**config.mk**
```make
export PLATFORM = sky130hd
export DESIGN_NAME = avalon_st_packet_enforcer
export DESIGN_NICKNAME = d
export VERILOG_FILES = /design/src/rtl/avalon_st_packet_enforcer.sv
export SDC_FILE = /design/constraint.sdc
export NUM_CORES = 1
export LEC_CHECK = 0
export CAP_MARGIN = 20
export CELL_PAD_IN_SITES_DETAIL_PLACEMENT = 0
export CELL_PAD_IN_SITES_GLOBAL_PLACEMENT = 1
export CORE_UTILIZATION = 33
export CTS_CLUSTER_DIAMETER = 100
export CTS_CLUSTER_SIZE = 24
export DETAILED_ROUTE_END_ITERATION = 16
export PLACE_DENSITY_LB_ADDON = 0.1
export RECOVER_POWER = 50
export SKIP_LAST_GASP = 1
export SLEW_MARGIN = 15
export SYNTH_ARGS = -nofsm -noshare
export SYNTH_HDL_FRONTEND = slang
export SYNTH_SLANG_ARGS = --single-unit
```
**constraint.sdc**
```tcl
create_clock -name clk -period 2.99 [get_ports clk]
set_clock_uncertainty 0.1 [all_clocks]
set_input_delay 0.299 -clock clk [delete_from_list [all_inputs] [get_ports clk]]
set_output_delay 0.299 -clock clk [all_outputs]
set_load 0.01 [all_outputs]
```
**src/rtl/avalon_st_packet_enforcer.sv**
```systemverilog
// Avalon-ST packet enforcer: repairs untrusted packet framing, caps packet
// length, and flags/counts protocol violations behind a registered output.
module avalon_st_packet_enforcer #(
   parameter int DATA_WIDTH    = 64,
   parameter int EMPTY_WIDTH   = $clog2(DATA_WIDTH/8),
   parameter int MAX_PKT_WORDS = 256,
   parameter int CNT_WIDTH     = 16
) (
   input  logic                   clk,
   input  logic                   rst,
   input  logic [DATA_WIDTH-1:0]  in_data,
   input  logic                   in_valid,
   input  logic                   in_sop,
   input  logic                   in_eop,
   input  logic [EMPTY_WIDTH-1:0] in_empty,
   output logic                   in_rdy,
   output logic [DATA_WIDTH-1:0]  out_data,
   output logic                   out_valid,
   output logic                   out_sop,
   output logic                   out_eop,
   output logic [EMPTY_WIDTH-1:0] out_empty,
   output logic                   out_error,
   input  logic                   out_rdy,
   input  logic                   clear_counters,
   output logic                   valid_out_of_packet,
   output logic                   wrong_sop,
   output logic                   len_violation,
   output logic [CNT_WIDTH-1:0]   cnt_oop,
   output logic [CNT_WIDTH-1:0]   cnt_sop_err,
   output logic [CNT_WIDTH-1:0]   cnt_len_err
);

   localparam int WC_W = $clog2(MAX_PKT_WORDS + 1);
   localparam logic [1:0] S_IDLE = 2'd0;
   localparam logic [1:0] S_PKT  = 2'd1;
   localparam logic [1:0] S_DROP = 2'd2;
   localparam logic [WC_W-1:0] LAST_WC = WC_W'(MAX_PKT_WORDS - 1);

   logic [1:0]             state_q, state_d;
   logic [WC_W-1:0]        wc_q, wc_d;
   logic [DATA_WIDTH-1:0]  data_q, data_d;
   logic                   valid_q, valid_d;
   logic                   sop_q, sop_d;
   logic                   eop_q, eop_d;
   logic [EMPTY_WIDTH-1:0] empty_q, empty_d;
   logic                   err_q, err_d;
   logic                   oop_q, sop_err_q, len_q;
   logic [CNT_WIDTH-1:0]   c_oop_q, c_sop_q, c_len_q;

   logic                   free, inject, accept, fwd;
   logic                   f_eop, f_err;
   logic [EMPTY_WIDTH-1:0] f_empty;
   logic                   oop_ev, sop_ev, len_ev;

   always_comb begin
      free   = ~valid_q | out_rdy;
      inject = (state_q == S_PKT) & in_valid & in_sop & free;
      // A sop in DROP is forwarded, so it must wait for a free register.
      if (state_q == S_DROP) in_rdy = ~(in_valid & in_sop) | free;
      else                   in_rdy = free & ~inject;
      accept  = in_valid & in_rdy;
      state_d = state_q;
      wc_d    = wc_q;
      fwd     = 1'b0;
      f_eop   = in_eop;
      f_err   = 1'b0;
      f_empty = in_eop ? in_empty : '0;
      oop_ev  = 1'b0;
      sop_ev  = 1'b0;
      len_ev  = 1'b0;
      case (state_q)
         S_IDLE: if (accept) begin
            if (in_sop) begin
               fwd = 1'b1;
               if (!in_eop) begin
                  state_d = S_PKT;
                  wc_d    = WC_W'(1);
               end
            end else begin
               oop_ev = 1'b1;
            end
         end
         S_PKT: if (inject) begin
            sop_ev  = 1'b1;
            state_d = S_IDLE;
         end else if (accept) begin
            fwd = 1'b1;
            if (in_eop) begin
               state_d = S_IDLE;
            end else if (wc_q == LAST_WC) begin
               f_eop   = 1'b1;
               f_err   = 1'b1;
               f_empty = '0;
               len_ev  = 1'b1;
               state_d = S_DROP;
            end else begin
               wc_d = wc_q + 1'b1;
            end
         end
         S_DROP: if (accept) begin
            if (in_sop) begin
               sop_ev = 1'b1;
               fwd    = 1'b1;
               if (!in_eop) begin
                  state_d = S_PKT;
                  wc_d    = WC_W'(1);
               end else begin
                  state_d = S_IDLE;
               end
            end else if (in_eop) begin
               state_d = S_IDLE;
            end
         end
         default: state_d = S_IDLE;
      endcase
   end

   always_comb begin
      data_d  = data_q;
      valid_d = valid_q;
      sop_d   = sop_q;
      eop_d   = eop_q;
      empty_d = empty_q;
      err_d   = err_q;
      if (free) begin
         valid_d = inject | fwd;
         data_d  = fwd ? in_data : '0;
         sop_d   = fwd & in_sop;
         eop_d   = inject | (fwd & f_eop);
         empty_d = fwd ? f_empty : '0;
         err_d   = inject | (fwd & f_err);
      end
   end

   function automatic logic [CNT_WIDTH-1:0] bump(
      input logic [CNT_WIDTH-1:0] c, input logic ev, input logic clr);
      if (clr)            return '0;
      else if (ev && ~&c) return c + 1'b1;
      else                return c;
   endfunction

   always_ff @(posedge clk) begin
      if (!rst) begin
         state_q   <= S_IDLE;
         wc_q      <= '0;
         data_q    <= '0;
         valid_q   <= 1'b0;
         sop_q     <= 1'b0;
         eop_q     <= 1'b0;
         empty_q   <= '0;
         err_q     <= 1'b0;
         oop_q     <= 1'b0;
         sop_err_q <= 1'b0;
         len_q     <= 1'b0;
         c_oop_q   <= '0;
         c_sop_q   <= '0;
         c_len_q   <= '0;
      end else begin
         state_q   <= state_d;
         wc_q      <= wc_d;
         data_q    <= data_d;
         valid_q   <= valid_d;
         sop_q     <= sop_d;
         eop_q     <= eop_d;
         empty_q   <= empty_d;
         err_q     <= err_d;
         oop_q     <= oop_ev;
         sop_err_q <= sop_ev;
         len_q     <= len_ev;
         c_oop_q   <= bump(c_oop_q, oop_ev, clear_counters);
         c_sop_q   <= bump(c_sop_q, sop_ev, clear_counters);
         c_len_q   <= bump(c_len_q, len_ev, clear_counters);
      end
   end

   assign out_data            = data_q;
   assign out_valid           = valid_q;
   assign out_sop             = sop_q;
   assign out_eop             = eop_q;
   assign out_empty           = empty_q;
   assign out_error           = err_q;
   assign valid_out_of_packet = oop_q;
   assign wrong_sop           = sop_err_q;
   assign len_violation       = len_q;
   assign cnt_oop             = c_oop_q;
   assign cnt_sop_err         = c_sop_q;
   assign cnt_len_err         = c_len_q;

endmodule

```
Word level (Yosys, flattened, before mapping)
Cells that the tools add are included.
{"block": "classes", "n_eq_ne": 17, "bitwise": 18, "n_mux": 48, "reduce_logical": 15, "addsub": 4}
{"operator": "$mux W64", "n": 1}
{"operator": "$mux W9", "n": 7}
{"operator": "$add A16 B1 Y16 const B", "n": 3}
{"operator": "$reduce_and A16 Y1", "n": 3}
{"operator": "$mux W3", "n": 7}
{"operator": "$mux W2", "n": 10}
{"operator": "$mux W1", "n": 19}
{"operator": "$ne A2 B2 Y1 const B", "n": 9}
{"operator": "$pmux W9 S2", "n": 1}
{"operator": "$add A9 B1 Y9 const B", "n": 1}
{"operator": "$and A1 B1 Y1", "n": 9}
{"operator": "$eq A9 B8 Y1 const B", "n": 1}
{"operator": "$reduce_and A8 Y1", "n": 1}
{"operator": "$reduce_and A7 Y1", "n": 1}
{"operator": "$ne A3 B3 Y1 const B", "n": 2}
{"operator": "$pmux W2 S3", "n": 1}
{"operator": "$or A1 B1 Y1", "n": 5}
{"operator": "$ne A2 B1 Y1 const B", "n": 2}
{"operator": "$ne A4 B3 Y1 const B", "n": 1}
{"operator": "$not A1 Y1", "n": 4}
{"operator": "$pmux W1 S2", "n": 2}
{"operator": "$reduce_or A2 Y1", "n": 2}
{"operator": "$logic_and A1 B1 Y1", "n": 3}
{"operator": "$logic_not A1 Y1", "n": 3}
{"operator": "other kinds (4)", "n": 4}
{"block": "word_totals", "input_bits": 74, "register_bits": 133}

Longest topological paths before layout
{"block": "logic_depth", "depth_word": 13, "ltp_mapped": 10, "mapped_depth_nobuf": 10}

Worst setup path before layout
Ideal clock, no wire load.
{"block": "synth_timing", "path_kind": "register to register", "from": "register wc_q[0]", "to": "register wc_q[8]", "path_buffers": 0, "setup_ps": 70, "arrival_ps": 2346, "period_less_slack_ps": 2517, "setup_slack_ps": 473, "stages_incl_launch_ff": 10, "cell_sequence": "dfxtp_1 > ha_1 > and3_1 > and3_1 > and3_1 > ha_1 > a22oi_1 > inv_1 > or4_1 > a21oi_1"}
{"block": "synth_via", "elab_chain_cells": 6, "word_cells_on_any_way": 9}
{"element": "from (decl)", "line_no": "40", "rtl": "logic [WC_W-1:0] wc_q, wc_d;"}
{"element": "from (signal assigned)", "line_no": "160", "rtl": "wc_q <= wc_d;"}
{"element": "$add A9 B1 Y9", "line_no": "97", "rtl": "wc_d = wc_q + 1'b1;"}
{"element": "$mux W9", "line_no": "90", "rtl": "end else if (wc_q == LAST_WC) begin"}
{"element": "$mux W9", "line_no": "88", "rtl": "if (in_eop) begin"}
{"element": "$mux W9", "line_no": "86", "rtl": "end else if (accept) begin"}
{"element": "$mux W9", "line_no": "83", "rtl": "S_PKT: if (inject) begin"}
{"element": "$pmux W9 S2", "line_no": "71", "rtl": "case (state_q)"}
Parallel ways exist; a longest one is shown, timed or not. The select of a mux whose other input is x is not followed.
A chain may end at the register's enable or synchronous reset.

Worst setup path in the final report
{"block": "layout_timing", "from": "register state_q[1]", "to": "output port in_rdy"}
{"block": "layout_via", "elab_chain_cells": 7, "word_cells_on_any_way": 8}
{"element": "from (decl)", "line_no": "39", "rtl": "logic [1:0] state_q, state_d;"}
{"element": "from (signal assigned)", "line_no": "159", "rtl": "state_q <= state_d;"}
{"element": "$eq A2 B1 Y1", "line_no": "57", "rtl": "inject = (state_q == S_PKT) & in_valid & in_sop & free;"}
{"element": "$and A1 B1 Y1 (3 in series)", "line_no": "57"}
{"element": "$not A1 Y1", "line_no": "60", "rtl": "else in_rdy = free & ~inject;"}
{"element": "$and A1 B1 Y1", "line_no": "60"}
{"element": "$mux W1 (*)", "line_no": "59", "rtl": "if (state_q == S_DROP) in_rdy = ~(in_valid & in_sop) | free;"}
{"element": "to (decl)", "line_no": "16", "rtl": "output logic in_rdy,"}
Mark *: on every way between the ends. The rest lies on a longest branch, timed or not.

==> flow_metrics.tcl <==
set metrics [dict create \
    power.density_mw_per_mm2 589 \
    rsz0062_at_grt "false" \
    avgSynthCellArea_um2 8.98 \
    end_kind "output port" \
    avgViaCountPerCell 5.15 \
    finalSetupViolations 0 \
    holdCritPathClass "flip-flop to flip-flop" \
    die_h_um 133 \
    synth_warnings 0 \
    tightestPinTransition_ps 853 \
    syn_nets 716 \
    drc 0 \
    path_buf_inv 3 \
    wl_per_cell_um 15.2 \
    drive_above_1_share 0.0769 \
    dieWidth_um 133 \
    finalMaxSlewViolations 0 \
    grt.total_usage 0.186 \
    drt_pass1_iterations 4 \
    ios 197 \
    finalHoldViolCount 0 \
    numPortBuffers 196 \
    yosysMostFrequentCell "dfxtp_1" \
    post_cts_resized 0 \
    synth_ff_type "dfxtp_1" \
    area.growth.synth_to_final_pct 48.7 \
    layout.cells.non_filler 1052 \
    ir_drop_v 0.000433 \
    grt_max_degree 69 \
    core-area_mm2 0.0167 \
    path_common_cell "inv_1" \
    cts_root_buf "clkbuf_16" \
    synth_top_area_frac 0.469 \
    initial_core_util 0.340 \
    drt_iter0_markers 226 \
    required_ps 2590 \
    synth_area_leaders "dfxtp_1 47%, a22oi_1 8.7%, nor2_1 7.3%" \
    leakage_uw 0.00326 \
    synth-seq-area-share 0.469 \
    post_cts_buffers 0 \
    cp_slowest_cell "clkdlybuf4s50_1" \
    fin_crit_ps 2690 \
    syn_area_mm2 0.00568 \
    std_cell_rows 47 \
    max_freq_ghz 0.371 \
    diodes 0 \
    die_area_mm2 0.0178 \
    cts.clk_slew.worst_paths_ps 50 \
    cts_tree "done" \
    final.setup.tns_ps 0 \
    slew_headroom 0.427 \
    cts_buffers 17 \
    finalCritPeriodShare 0.901 \
    crit_fanout 10 \
    synthArstFlopShare 0 \
    final_nets 902 \
    cp.arrival_ps 2300 \
    synth_common_cells "133 x dfxtp_1, 111 x nor2_1, 66 x a22oi_1" \
    num-fill-cells 1573 \
    clock_latency_ps 430 \
    hpwl_um 11200 \
    start_kind "flip-flop" \
    yosys_register_bits 133 \
    synth_edf_count 0 \
    clock-sinks 133 \
    status "completed" \
    synthCells 633 \
    synth.largest_area_cell "dfxtp_1" \
    grt-ovfl-total 0 \
    grt_pass1_wl_um 26500 \
    antenna_found_initial 0 \
    grt_pass1_vias 5184 \
    netlist-cell-type-count 58 \
    ctsLongestPathBuffers 2 \
    cp_cell_sequence "inv_1, ha_1, inv_1, o21ai_0, a31oi_1, clkdlybuf4s50_1" \
    num_vias 5416 \
    routed_wl_um 16000 \
    routabilityCongestion 0.769 \
    critPathTopFamily "buffers and inverters" \
    htree_levels 4 \
    dp.cells 1020 \
    cpPeakStageDelay_ps 590 \
    cts_hold_buffers 0 \
    cap_violations 0 \
    postRouteAntennaNets 0 \
    path_class "flip-flop to output port" \
]
-- flip-flops by register name, summed over array words and instances (netlist names), 2 cells and up --
register,flops
state_q,2
wc_q,9
cnt_len_err,16
cnt_sop_err,16
cnt_oop,16
out_data,64
out_empty,3
-- final timing paths --
check             cells past startpoint  slack [ps]  startpoint  endpoint
setup / recovery                      6         300  state_q[1]    in_rdy
hold reg to reg                       2         380     wc_q[8]   wc_q[8]
hold / removal                        2         380     wc_q[8]   wc_q[8]
setup reg to reg                      9         320     wc_q[0]   wc_q[2]
-- cell type report --
cell class | instances | area (um2) | share of cell area
well taps | 220 | 275 | 0.0326
repair buffers | 209 | 2070 | 0.245
clock buffers | 21 | 460 | 0.0545
inverters | 15 | 56.3 | 0.00666
clock inverters | 11 | 150 | 0.0178
multi-input cells | 443 | 2780 | 0.328
flip-flops and latches | 133 | 2660 | 0.315
-- tightest hold or removal path: stages, from the launching register on --
cell	delay (ps)
dfxtp_1	300
o21ai_0	60
a21oi_1	60
-- kinds of logic (layout without fill, tap and decap cells) --
group	count (synthesis)	in the layout	synth area share
AOI/OAI and AO/OA	165	165	0.209
xor gates and xnor gates	25	25	0.0385
adders and majority gates	9	9	0.0198
buffers and inverters	57	256	0.0456
DFF	133	133	0.469
muxes	3	3	0.00528
and+or+nand+nor	241	241	0.214
-- cells in the final DEF, fill, tap and decap left out, drive strengths merged, types with 8 or more instances in the layout --
| cell type | instances |
|---|---|
| inv | 16 |
| nor3 | 9 |
| and3 | 12 |
| xnor2 | 24 |
| clkdlybuf4s50 | 74 |
| or3 | 15 |
| nor4 | 8 |
| ha | 9 |
| dfxtp | 133 |
| a22oi | 66 |
| buf | 13 |
| nand3 | 16 |
| nand2 | 24 |
| o21ai | 29 |
| clkbuf | 21 |
| nor2 | 111 |
| dlygate4sd3 | 122 |
| nand4 | 8 |
| o211ai | 9 |
| a21oi | 25 |
-- power by group --
group | total [uW] | internal [uW] | switching, uW
Sequential | 1930 | 1870 | 59.1
Combinational | 900 | 410 | 490
Clock | 2160 | 1360 | 799
Total | 4980 | 3630 | 1350
-- routing by layer --
metal  up-vias  wire (um)  GRT usage
met3        18       1460     0.0875
met4         0        226     0.0631
li1       2677          -          -
met2       176       6930      0.275
met5         -          0          0
met1      2545       7390      0.237
-- stage by stage --
stage | cell area, um2 | utilization | hold slack [ps] | total power [uW] | worst slack [ps]
floorplan | 5680 | - | 347 | 2470 | 473
global placement | 7850 | 0.470 | 358 | 2890 | 364
detailed placement | 7850 | 0.470 | 372 | 2900 | 320
CTS | 8460 | 0.506 | 378 | 5080 | 241
global route | 8450 | 0.506 | 380 | 5250 | 78.3
finish | 8450 | 0.506 | 378 | 4980 | 296
No activity file was read; power rests on OpenSTA's default activity.
